**src/rtl/key_schedule_sequencer.sv**
```systemverilog
// key_schedule_sequencer: drives an external single-round key-step and stores every round key.
module key_schedule_sequencer #(
  parameter int NUM_ROUNDS = 10
) (
  input  logic         clk,
  input  logic         rst,
  input  logic         key_valid,
  input  logic [127:0] key_in,
  output logic         key_ready,
  input  logic         clear,
  output logic [3:0]   step_round,
  output logic [127:0] step_key,
  input  logic [127:0] step_result,
  input  logic [3:0]   rd_addr,
  output logic [127:0] rd_key,
  output logic         busy,
  output logic         done
);
  typedef enum logic [1:0] {IDLE, EXPAND, DONE} state_t;
  state_t       state;
  logic [3:0]   cnt;
  logic [127:0] store [NUM_ROUNDS+1];
  always_ff @(posedge clk or posedge rst) begin
    if (rst) begin
      state <= IDLE;
      cnt   <= '0;
      for (int i = 0; i <= NUM_ROUNDS; i++) store[i] <= '0;
    end else if (clear) begin
      state <= IDLE;
      cnt   <= '0;
    end else if (state == EXPAND) begin
      store[cnt + 4'd1] <= step_result;
      if (cnt == 4'(NUM_ROUNDS - 1)) state <= DONE;
      else cnt <= cnt + 4'd1;
    end else if (key_valid) begin
      store[0] <= key_in;
      cnt      <= '0;
      state    <= EXPAND;
    end
  end
  assign key_ready  = state != EXPAND;
  assign busy       = state == EXPAND;
  assign done       = state == DONE;
  assign step_round = busy ? cnt : 4'd0;
  assign step_key   = busy ? store[cnt] : store[0];
  // Indices past the last round key read as zero rather than aliasing.
  assign rd_key     = 32'(rd_addr) <= NUM_ROUNDS ? store[rd_addr] : 128'h0;
endmodule

```
**config.mk**
```make
export PLATFORM = sky130hd
export DESIGN_NAME = key_schedule_sequencer
export DESIGN_NICKNAME = d
export VERILOG_FILES = /design/src/rtl/key_schedule_sequencer.sv
export SDC_FILE = /design/constraint.sdc
export NUM_CORES = 2
export LEC_CHECK = 0
export ABC_AREA = 1
export CAP_MARGIN = 0
export CORE_UTILIZATION = 35
export DETAILED_ROUTE_END_ITERATION = 10
export PLACE_DENSITY_LB_ADDON = 0.12
export SYNTH_ARGS = -nofsm -noshare
export SYNTH_HDL_FRONTEND = slang
export SYNTH_SLANG_ARGS = --single-unit
```
**constraint.sdc**
```tcl
create_clock -name clk -period 59.9 [get_ports clk]
set_input_delay 11.98 -clock clk [delete_from_list [all_inputs] [get_ports clk]]
set_output_delay 11.98 -clock clk [all_outputs]
set_load 0.02 [all_outputs]
```
==> impl_metrics.tcl <==
set metrics [dict create \
    status "completed" \
    die_y_um 486 \
    rr_worst_depth 8 \
    max-cap-violations 0 \
    fin_worst_skew_ns 0.0346 \
    whs_ns 0.478 \
    synthXorXnorAreaFrac_pct 0.0336 \
    dieArea_um2 236000 \
    synth_fa_ha_area_share_pct 0.0915 \
    placed_cell_area_um2 88300 \
    area_delta_synth_final_pct 14.9 \
    clock_latency_ns 0.86 \
    synthMuxAreaShare_pct 0 \
    synth_most_common_cell "nand2_1" \
    synth_top_area_share_pct 43.1 \
    num_rows 177 \
    grt_max_degree 168 \
    r2r_start "cnt[1]" \
    grt_util_all_layers_pct 29.2 \
    ant_nets 0 \
    layout.nets 12225 \
    synth_warnings 0 \
    grt_overflow 0 \
    cts-buffers-inserted 175 \
    cts_htree_levels 4 \
    seq_area_frac_synth_pct 43.1 \
    postSynth.asyncResetShare_pct 100 \
    yosys-top-cells-area "dfrtp_1, nand2_1, o21ai_0" \
    synth-compound-area-share_pct 14.6 \
    period_share_pct 49.2 \
    initial_core_util_pct 35.2 \
    whs_endpoint "state[1]" \
    avgSynthCellArea_um2 6.72 \
    hp-class "reg2reg" \
    dp_slack_ns 30.64 \
    synth_edf_count 0 \
    drv_slew 0 \
    numPortBuffers 526 \
    vias_per_cell 5.50 \
    drt_iter0_markers 9388 \
    tns_ns 0 \
    tightest_slew_ns 1.25 \
    core_area_um2 233000 \
    fmax_mhz 33.9 \
    clkTransAtPathRegs_ns 0.06 \
    slew_headroom_pct 16.3 \
    synth_ff_type "dfrtp_1" \
    cp-end-kind "primary output" \
    fin_ws_ns 30.41 \
    worst-setup-path-type "in2out" \
    arrival_ns 17.51 \
    cts-root-buf "clkbuf_16" \
    drt-total-wl_mm 353 \
    final-hold-violation-count 0 \
    clk_path_buf_depth 3 \
    hpwl_mm 188 \
    synth_top_area_cell "dfrtp_1" \
    rsz0062_at_grt "false" \
    synth_seq_cells 1414 \
    power_density_nw_per_um2 29.3 \
    io_pins 527 \
    synth_top_family_by_area "simple AND/OR/NAND/NOR gates" \
    grt_pass1_vias 79665 \
    leakage_nw 43.6 \
    syn_area_um2 82000 \
    vias 83717 \
    drc 0 \
    ys_types 21 \
    finalSetupViolCount 0 \
    peakVddDrop_uv 21.5 \
    cts_setup_buffers 0 \
    die_w_um 486 \
    dr.pass1.iters 8 \
    r2r-end "store[93]" \
    syn_inst 12204 \
    syn-num-nets 12474 \
    cts_sinks 1414 \
    min_from "state[1]" \
    postCtsHoldBufs 0 \
    routedWlPerCell_um 23.2 \
    synth_top_cells_by_count "nand2_1, o21ai_0, dfrtp_1" \
    crit_required_ns 47.92 \
    cts_tree "built" \
    synthSimpleGateAreaFrac_pct 32.6 \
    fin_area_um2 94300 \
    cts_resized 0 \
    r2r_setup_slack_ns 53.66 \
    grt_pass1_wl_mm 525 \
    gp_congestion 0.840 \
    fin_crit_ns 29.49 \
    holdPathStages 2 \
    drive_gt1_share_pct 3.78 \
    utilization_pct 40.5 \
    crit_fanout 123 \
    start_kind "input port" \
    antenna_found_initial 7 \
]
==> cell usage in the layout (no fill, tap or decap), types with 116 or more instances in the layout <==
cell / count
o21ai_1: 116
nand4_1: 352
clkdlybuf4s50_1: 523
nor2_1: 579
buf_4: 120
dfrtp_1: 1411
o211ai_1: 327
o21ai_0: 1478
a21oi_1: 310
inv_1: 913
clkbuf_16: 176
nand3_1: 936
nand2_1: 4626
==> layer usage <==
layer  part of all wire, %  track usage, %  up-vias
li1                      -               -    38714
met1                    44            39.9    40446
met2                    45            46.6     3872
met3                   7.5            3.95      685
met4                   3.9            11.6        0
met5                     0               0        -
==> final cells by class <==
cell class | count | area, um2
flip-flops and latches | 1414 | 35400
clock buffers | 247 | 5010
multi-input cells | 8778 | 38900
diodes | 4 | 10.0
well taps | 3132 | 3920
fillers | 24258 | 139000
clock inverters | 71 | 981
inverters | 927 | 3560
repair buffers | 659 | 6430
==> worst max-delay path, stage by stage <==
cell             delay [ns]
buf_2                  0.10
buf_4                  0.32
inv_8                  0.85
buf_4                  0.74
buf_4                  0.77
buf_4                  0.97
o21ai_0                0.23
o21ai_0                0.22
nand2_1                0.07
nand2_1                0.27
clkdlybuf4s50_1        0.68
==> flip-flops by register name (all words and copies together), names as in the netlist <==
name,cells
state,2
cnt,4
store,1408
==> how the worst max path moves through the flow <==
stage	start	end	slack (ns)	cells after the start
2_1_floorplan	rst	cnt[0]	8.05	1
3_3_place_gp	rd_addr[1]	rd_key[58]	30.68	11
3_5_place_dp	rd_addr[1]	rd_key[83]	30.64	11
4_1_cts	rd_addr[1]	rd_key[58]	30.63	11
5_1_grt	rd_addr[1]	rd_key[61]	30.40	11
6_report	rd_addr[1]	rd_key[61]	30.41	11
==> metrics by stage <==
| step | total power [mW] | cells |
|---|---|---|
| floorplan | 1.45 | 12204 |
| global placement | 1.65 | 14910 |
| detailed placement | 1.66 | 14910 |
| CTS | 2.78 | 15228 |
| global route | 2.88 | 15229 |
| finish | 2.76 | 15232 |
==> logic make-up after synthesis <==
family                   Yosys count
AND/OR/NAND/NOR                 6540
XOR/XNOR                           1
flip-flops                      1414
AO/OA/AOI/OAI                   2231
buffers and inverters           2012
adder cells (fa/ha/maj)            6
==> report_power, final <==
part / internal (mW) / switching, mW / leakage [nW]
sequential: 1.04 / 0.0678 / 19.2
combinational: 0.187 / 0.355 / 21.4
clock: 0.655 / 0.458 / 2.95
Power figures use the tool's default switching activity.
